## src/rtl/apb_ral_slave.sv

```systemverilog
`timescale 1ns/1ps
// apb_ral_slave: APB3 register block (CTRL, DATA0, DATA1, COUNT). Optional pslverr with APB_SLV_PSLVERR_EN.
// Latency: read data registered on the setup edge (valid in access cycle); writes commit on the access edge.
// Backpressure: none (no pready); every transfer is exactly one setup plus one access cycle.
module apb_ral_slave #(
    parameter logic [31:0] BASE_ADDR = 32'h0000_0000,
    parameter logic [31:0] DATA1_RST = 32'hA5A5_A5A5
) (
    input  logic        pclk,
    input  logic        presetn,
    input  logic        psel,
    input  logic        penable,
    input  logic        pwrite,
    input  logic [31:0] paddr,
    input  logic [31:0] pwdata,
`ifdef APB_SLV_PSLVERR_EN
    output logic        pslverr,
`endif
    output logic [31:0] prdata
);

    typedef enum logic [1:0] {
        ST_IDLE   = 2'd0,
        ST_SETUP  = 2'd1,
        ST_ACCESS = 2'd2
    } state_e;

    state_e      state_q, state_d;
    logic [7:0]  ctrl_q, ctrl_d;
    logic [31:0] data0_q, data0_d;
    logic [31:0] data1_q, data1_d;
    logic [31:0] count_q, count_d;
    logic [31:0] prdata_q, prdata_d;

    logic        setup_edge;
    logic        mapped;
    logic        wr_commit;
    logic [1:0]  reg_sel;
    logic [31:0] rd_val;

    assign setup_edge = psel & ~penable;
    assign mapped     = (paddr[31:4] == BASE_ADDR[31:4]) && (paddr[1:0] == 2'b00);
    assign reg_sel    = paddr[3:2];
    // Only the first access edge after a setup writes; extended or setup-less accesses do not.
    assign wr_commit  = (state_q == ST_SETUP) & psel & penable & pwrite & mapped;
    assign prdata     = prdata_q;

    always_comb begin
        state_d = state_q;
        unique case (state_q)
            ST_IDLE: begin
                if (psel && !penable) state_d = ST_SETUP;
            end
            ST_SETUP: begin
                if (!psel)        state_d = ST_IDLE;
                else if (penable) state_d = ST_ACCESS;
                else              state_d = ST_SETUP;
            end
            ST_ACCESS: begin
                if (!psel)         state_d = ST_IDLE;
                else if (!penable) state_d = ST_SETUP;
            end
            default: state_d = ST_IDLE;
        endcase
    end

    always_comb begin
        rd_val = '0;
        if (mapped) begin
            unique case (reg_sel)
                2'd0:    rd_val = {24'h0, ctrl_q};
                2'd1:    rd_val = data0_q;
                2'd2:    rd_val = data1_q;
                default: rd_val = count_q;
            endcase
        end
    end

    always_comb begin
        ctrl_d   = ctrl_q;
        data0_d  = data0_q;
        data1_d  = data1_q;
        count_d  = ctrl_q[0] ? count_q + 32'd1 : count_q;
        prdata_d = prdata_q;
        if (setup_edge && !pwrite) prdata_d = rd_val;
        if (wr_commit) begin
            unique case (reg_sel)
                2'd0: begin
                    // CNT_CLR is a pulse: it beats the increment and is never stored.
                    ctrl_d = {pwdata[7:2], 1'b0, pwdata[0]};
                    if (pwdata[1]) count_d = '0;
                end
                2'd1:    data0_d = pwdata;
                2'd2:    data1_d = pwdata;
                default: ;
            endcase
        end
    end

    always_ff @(posedge pclk or negedge presetn) begin
        if (!presetn) begin
            state_q  <= ST_IDLE;
            ctrl_q   <= '0;
            data0_q  <= '0;
            data1_q  <= DATA1_RST;
            count_q  <= '0;
            prdata_q <= '0;
        end else begin
            state_q  <= state_d;
            ctrl_q   <= ctrl_d;
            data0_q  <= data0_d;
            data1_q  <= data1_d;
            count_q  <= count_d;
            prdata_q <= prdata_d;
        end
    end

`ifdef APB_SLV_PSLVERR_EN
    logic pslverr_q, pslverr_d;

    // Re-evaluated on every setup edge, dropped on any other edge.
    assign pslverr_d = setup_edge & (~mapped | (pwrite & (reg_sel == 2'd3)));
    assign pslverr   = pslverr_q;

    always_ff @(posedge pclk or negedge presetn) begin
        if (!presetn) pslverr_q <= 1'b0;
        else          pslverr_q <= pslverr_d;
    end
`endif

endmodule

```

## config.mk

```make
export PLATFORM = sky130hd
export DESIGN_NAME = apb_ral_slave
export DESIGN_NICKNAME = d
export VERILOG_FILES = /design/src/rtl/apb_ral_slave.sv
export SDC_FILE = /design/constraint.sdc
export NUM_CORES = 1
export LEC_CHECK = 0
export ABC_AREA = 1
export BUFFER_PORTS_ARGS = -buffer_cell sky130_fd_sc_hd__buf_2
export CAP_MARGIN = 30
export CORE_MARGIN = 3
export CORE_UTILIZATION = 45
export DETAILED_ROUTE_END_ITERATION = 12
export GPL_ROUTABILITY_DRIVEN = 0
export HOLD_SLACK_MARGIN = 0.12
export PLACE_DENSITY = 0.77
export SLEW_MARGIN = 25
export SYNTH_ARGS = -nofsm -noshare
export SYNTH_HDL_FRONTEND = slang
export SYNTH_SLANG_ARGS = --single-unit
```

## constraint.sdc

```tcl
create_clock -name pclk -period 3.05 [get_ports pclk]
set_input_delay 0.1525 -clock pclk [delete_from_list [all_inputs] [get_ports pclk]]
set_output_delay 0.1525 -clock pclk [all_outputs]
set_load 0.01 [all_outputs]
```

==> results of run 1 <==
## synth_stat cells
cell        n  area share
o21ai_1    80       0.060
buf_4       8      0.0090
nand3_4     2      0.0053
a22oi_1     1      0.0011
or2_1       1     0.00094
o221ai_1    1      0.0013
clkbuf_2    2      0.0015
nand3b_1    2      0.0023
clkbuf_1    6      0.0034
xnor2_1     3      0.0040
xor2_1     14       0.018
dfstp_2    16       0.063
o21ai_0    36       0.027
nor2_1     92       0.052
o211ai_1    2      0.0023
buf_2      13      0.0098
nand2_2     2      0.0019
nand3_1    17       0.013
inv_1     105       0.059
a21oi_1    16       0.012
a22o_1      3      0.0040
a221oi_1   15       0.020
nor2_8      1      0.0030
buf_1       1     0.00056
nand4_1    22       0.021
dfrtp_1   121        0.46
mux2i_1     1      0.0015
inv_2       2      0.0011
nor3_1      4      0.0030
nor2_4      1      0.0017
buf_6       2      0.0034
nand2_1   231        0.13
ha_1        1      0.0019
nand3_2     1      0.0015
nor2_2      4      0.0038
## stage by stage
stage	utilization	hold WS, ns	setup slack, ns	cell area, µm²
final	0.5805	0.1934	1.076	8214
after global routing	0.5805	0.2452	0.8278	8214
after CTS	0.5805	0.1858	1.070	8214
after detailed placement	0.5130	0.1158	1.083	7258
after global placement	0.5130	0.1171	1.188	7258
after floorplan	-	-0.1431	1.600	6645
## cell usage in the layout, fill, tap and decap left out, types with 3 or more instances in the layout
cell	count
a21oi_1	16
a221oi_1	15
a22o_1	3
buf_2	99
buf_4	6
bufinv_16	3
clkbuf_16	17
clkinv_2	6
dfrtp_1	121
dfstp_2	16
dlygate4sd3_1	36
inv_1	104
inv_2	3
nand2_1	231
nand3_1	17
nand4_1	22
nor2_1	92
nor2_2	4
nor3_1	4
o21ai_0	36
o21ai_1	80
xnor2_1	3
xor2_1	14
## flip-flops by register name, indices dropped and copies added, names as in the netlist
register and flops:
ctrl_q 7, state_q 2, count_q 32, data0_q 32
data1_q 32, prdata 32
## final cells by class
cell class	count	area [µm²]
Timing Repair Buffer	143	932.1
Multi-Input combinational cell	553	2611
Sequential cell	137	3448
Clock inverter	13	152.6
Clock buffer	19	442.9
Inverter	107	401.6
Fill cell	1224	5936
Tap cell	180	225.2
## power by group through the flow
stage	logic (W)	clock network (W)	registers, W
after floorplan	0.0000611	0	0.00185
after CTS	0.000204	0.00208	0.00182
after global routing	0.000228	0.00217	0.00182
after global placement	0.000166	0	0.00185
after detailed placement	0.000168	0	0.00185
final	0.000203	0.00207	0.00182
## routing by layer
metal | track usage | vias to the layer above | wire length, µm
met3 | 0.04431 | 37 | 963
li1 | - | 2907 | -
met1 | 0.2939 | 2791 | 7422
met4 | 0.08328 | 0 | 391
met5 | 0 | - | 0
met2 | 0.3500 | 191 | 8090
## tightest hold or removal path: stages
cell and delay, ns:
buf_2 0.11, nand2_1 0.07, nor2_2 0.07, nand3_4 0.13, o21ai_1 0.07
## worst min-delay path by stage
stage / startpoint / end / slack (ns) / cells after the start
after floorplan: presetn / count_q[0]$_DFF_PN0_ / -0.14 / 0
after global placement: presetn / prdata[30]$_DFFE_PN0P_ / 0.12 / 1
after detailed placement: presetn / prdata[30]$_DFFE_PN0P_ / 0.12 / 1
after CTS: pwrite / data1_q[0]$_DFFE_PN1P_ / 0.19 / 5
after global routing: pwrite / data1_q[0]$_DFFE_PN1P_ / 0.25 / 5
final: pwrite / data1_q[0]$_DFFE_PN1P_ / 0.19 / 5
## logic make-up after synthesis
logic type / Yosys count / share of synthesized area
DFF: 137 / 0.5189
and+or+nand+nor: 380 / 0.2393
buffers and inverters: 139 / 0.08812
AOI/OAI and AO/OA: 154 / 0.1278
adders and majority gates: 1 / 0.001883
muxes: 1 / 0.001506
xor gates and xnor gates: 17 / 0.02241
==> impl_metrics.yaml, run 1 <==
power_and_ir_drop:
  leakage_nw: 4.200
  p_total_w: 0.004092
  p_switching_w: 0.0008895
  combPwrFrac: 0.050
  power_frac_seq: 0.445
  p_int_w: 0.003203
  peakVddDrop_v: 0.0003437
  power_density_nw_per_um2: 498.2
  p_clk_frac: 0.505
  swShare: 0.2174
synth:
  synth_cell_type_count: 35
  ys_seq_elements: 137
  yosysSeqAreaShare: 0.5189
  synth_nets: 899
  yosys_warnings: 0
  synth.cell_area_um2: 6645
  synth_area_per_cell_um2: 8.016
  synthCells: 829
floorplan:
  die_x_um: 127.5
  num_rows: 43
  initial_core_util: 0.4696
  die_h_um: 127.5
  core_region_area_um2: 14150
  die-area_um2: 16260
  ios: 101
drt:
  wl_per_cell_um: 14.64
  vias_per_cell: 5.144
  drc: 0
  drt_pass1_iterations: 4
  vias: 5926
  ant_nets: 0
  drt_iter0_drc: 428
  wl_um: 16870
worst_setup_path:
  r2r_slack_ns: 1.08
  max_stage_delay_ns: 0.58
  worstSetupEndpoint: "data0_q[17]$_DFFE_PN0P_"
  cp.depth: 6
  cpMostUsedCell: "nand2_1"
  endpoint_kind: "flop"
  slowest_stage: "nand3_4"
  rr_endpoint: "data0_q[17]$_DFFE_PN0P_"
  path_cells: "nor2_1, nand2_1, nor2_2, nand3_4, nand2_1, o21ai_1"
  cp_num_buf_inv: 0
  critPathTopFamily: "simple AND/OR/NAND/NOR gates"
  critPathMaxFanout: 64
  crit_path_start: "state_q[1]$_DFFE_PN0P_"
  cp.required_ns: 3.32
  r2r_start: "state_q[1]$_DFFE_PN0P_"
  r2r_cells: 6
  worst_setup_path_start_kind: "flop"
  path_class: "flop to flop"
  worstPathArrival_ns: 2.25
timing:
  rsz0062_at_grt: "no"
  slew_headroom: 0.5194
  fin_tns_setup_ns: 0
  min_period_ns: 1.974
  min_period_over_period: 0.6472
  clock_skew_ns: 0.008013
  report.final.slew_viol_count: 0
  hold_viol: 0
  setup_viol: 0
  fmax_ghz: 0.5066
  worst_pin_slew_ns: 0.7209
clock_network:
  cts_buffers: 17
  clock_path_buffers: 2
  cts-root-buf: "clkbuf_16"
  holdBufCountCts: 36
  postCtsSetupBuffers: 0
  clkSinkCount: 137
  path_clk_slew_ns: 0.06
  cts_resized: 0
  cts_max_level: 4
  cts_tree: "done"
  insertion_delay_ns: 0.42
grt:
  grt_use_total: 0.2185
  first_global_vias: 5770
  grt_antenna_before_repair: 0
  gr-total-overflow: 0
  grt_pass1_wl_um: 28460
  grt_max_degree: 65
layout:
  area_delta_synth_final_pct: 23.61
  nets: 1029
  antenna_cells: 0
  drive_gt1_frac: 0.1728
  fin_cells: 1152
placed_design:
  dpl.hpwl_um: 11130
  placed_cells: 1084
  portBuffers: 100
outcome:
  status: "complete, no violations"
hold_path:
  worstHoldPathType: "input port to flop"
run:
  cap_violations: 0
Note: power is estimated with default switching activity, not from simulation.
==> run 2: changes to the inputs <==
Clock period 3.05 ns to 2 ns, I/O delays scaled along.
==> run 2 against run 1 <==
Net effect: via count grew 0.93%; critical path type unchanged; clock-buffer cell count increased by 3; register-to-register slack got worse by 0.83 ns; critical endpoint is now count_q[18]$_DFF_PN0_.
==> impl_metrics.yaml, run 2 (synthesis results as in run 1) <==
drt:
  ant_nets: 0
  drt_pass1_iterations: 5
  wl_per_cell_um: 14.78
  vias: 5981
  wl_um: 17130
  drc: 0
  vias_per_cell: 5.160
  drt_iter0_drc: 371
floorplan:
  die_x_um: 127.5
  die_h_um: 127.5
  num_rows: 43
  core_region_area_um2: 14150
  initial_core_util: 0.4696
  ios: 101
  die-area_um2: 16260
grt:
  gr-total-overflow: 0
  met3_usage: 0.04933
  first_global_vias: 6082
  grt_pass1_wl_um: 29320
  grt.met2_usage: 0.3679
  grt_antenna_before_repair: 0
  grt_use_total: 0.2241
  grt_max_degree: 50
  use_met1: 0.2925
  busiest_layer: "met2"
worst_setup_path:
  r2r_slack_ns: 0.25
  endpoint_kind: "flop"
  path_class: "flop to flop"
  slowest_stage: "dfrtp_1"
  cp_num_buf_inv: 1
  path_cells: "ha_1, inv_1, nor2_1, nand2_1, nor2_1, nand3_1, nor2_1, nand2_1, nand2_1, nor2_1"
  max_stage_delay_ns: 0.39
  worst_setup_path_start_kind: "flop"
  worstPathArrival_ns: 2.06
  critPathMaxFanout: 4
  critPathTopFamily: "simple AND/OR/NAND/NOR gates"
  cpMostUsedCell: "nor2_1"
  cp.required_ns: 2.31
timing:
  rsz0062_at_grt: "no"
  setup_viol: 0
  fin_ws_ns: 0.2505
  min_period_over_period: 0.8747
  worst_pin_slew_ns: 0.4567
  clock_skew_ns: 0.007669
  report.final.slew_viol_count: 0
  hold_viol: 0
  fin_tns_setup_ns: 0
  fmax_ghz: 0.5716
  slew_headroom: 0.6955
  min_period_ns: 1.749
power_and_ir_drop:
  p_int_w: 0.005387
  p_clk_frac: 0.541
  power_density_nw_per_um2: 803.9
  peakVddDrop_v: 0.0005362
  p_switching_w: 0.001359
  leakage_nw: 4.275
  combPwrFrac: 0.047
  power_frac_seq: 0.412
  swShare: 0.2015
outcome:
  status: "complete, no violations"
clock_network:
  clkSinkCount: 137
  clock_path_buffers: 2
  cts_buffers: 17
  path_clk_slew_ns: 0.06
  cts_resized: 0
  cts-root-buf: "clkbuf_16"
  insertion_delay_ns: 0.42
  postCtsSetupBuffers: 0
  cts_max_level: 4
  cts_tree: "done"
placed_design:
  post-place-ws_ns: 0.2702
  portBuffers: 100
  dpl.hpwl_um: 11610
hold_path:
  worstHoldPathType: "input port to async pin"
layout:
  nets: 1036
  nFillCells: 1169
  mostFrequentLayoutCells: "231 x nand2_1, 121 x dfrtp_1, 105 x inv_1"
  drive_gt1_frac: 0.1777
  antenna_cells: 0
  final_core_utilization: 0.5931
  mostFrequentLayoutCell: "nand2_1"
  area_delta_synth_final_pct: 26.29
run:
  cap_violations: 0
## run 2: cell count changes in the layout (fill, tap and decap cells not counted)
cell        before  now
inv_1          104  105
bufinv_16        3    6
buf_12           1    3
inv_6            0    1
clkinv_4         2    0
clkbuf_8         1    4
clkinvlp_4       2    3
clkinv_2         6    0
buf_4            6   11
inv_2            3    2
## run 2: worst paths after layout
check | depth (start not counted) | to | from
worst max register to register | 10 | count_q[18]$_DFF_PN0_ | count_q[0]$_DFF_PN0_
min in group pclk | 5 | prdata[1]$_DFFE_PN0P_ | paddr[3]
worst min-delay path | 2 | prdata[30]$_DFFE_PN0P_ | presetn
worst max-delay path | 10 | count_q[18]$_DFF_PN0_ | count_q[0]$_DFF_PN0_
max in group asynchronous | 3 | data1_q[5]$_DFFE_PN1P_ | presetn
worst min register to register | 1 | state_q[0]$_DFFE_PN0P_ | state_q[0]$_DFFE_PN0P_
## run 2: power by group through the flow
stage / Combinational (W) / Sequential (W) / Clock (W)
after floorplan: 0.0000932 / 0.00283 / 0
after global placement: 0.000265 / 0.00283 / 0
after detailed placement: 0.000267 / 0.00283 / 0
after CTS: 0.000321 / 0.00278 / 0.00368
after global routing: 0.000357 / 0.00278 / 0.00381
final: 0.000317 / 0.00278 / 0.00365
## run 2: per-stage QoR
stage               cell area [µm²]  instances  power (W)  hold slack [ns]
CTS                            8392       1159   0.006782           0.1707
global placement               7336       1091   0.003090          0.04242
global route                   8392       1159   0.006946           0.1983
detailed placement             7336       1091   0.003092          0.04376
finish                         8392       1159   0.006746           0.1618
floorplan                      6645        829   0.002919          -0.1956
## run 2: area by class of cell
class	count	area, µm²	share of cell area
inverter	107	401.6	0.04786
tap	180	225.2	0.02684
clock buffer	22	484.2	0.05770
clock inverter	10	211.5	0.02520
timing repair buffer	150	1010	0.1203
multi-input combinational	553	2611	0.3112
sequential	137	3448	0.4109
## run 2: per-layer routing
layer	vias up	part of all wire
li1	2932	-
met4	0	0.018
met2	183	0.48
met1	2837	0.44
met3	29	0.062
met5	-	0
## run 2: repair_timing
item | CTS | global route
hold buffers | 36 | 0
endpoints found under the hold margin | 197 | 0
setup endpoints to repair | 0 | 0
## run 2: worst register-to-register path, stage by stage (launching register included)
cell	delay, ns
dfrtp_1	0.39
ha_1	0.20
inv_1	0.05
nor2_1	0.15
nand2_1	0.08
nor2_1	0.26
nand3_1	0.18
nor2_1	0.15
nand2_1	0.07
nand2_1	0.07
nor2_1	0.03
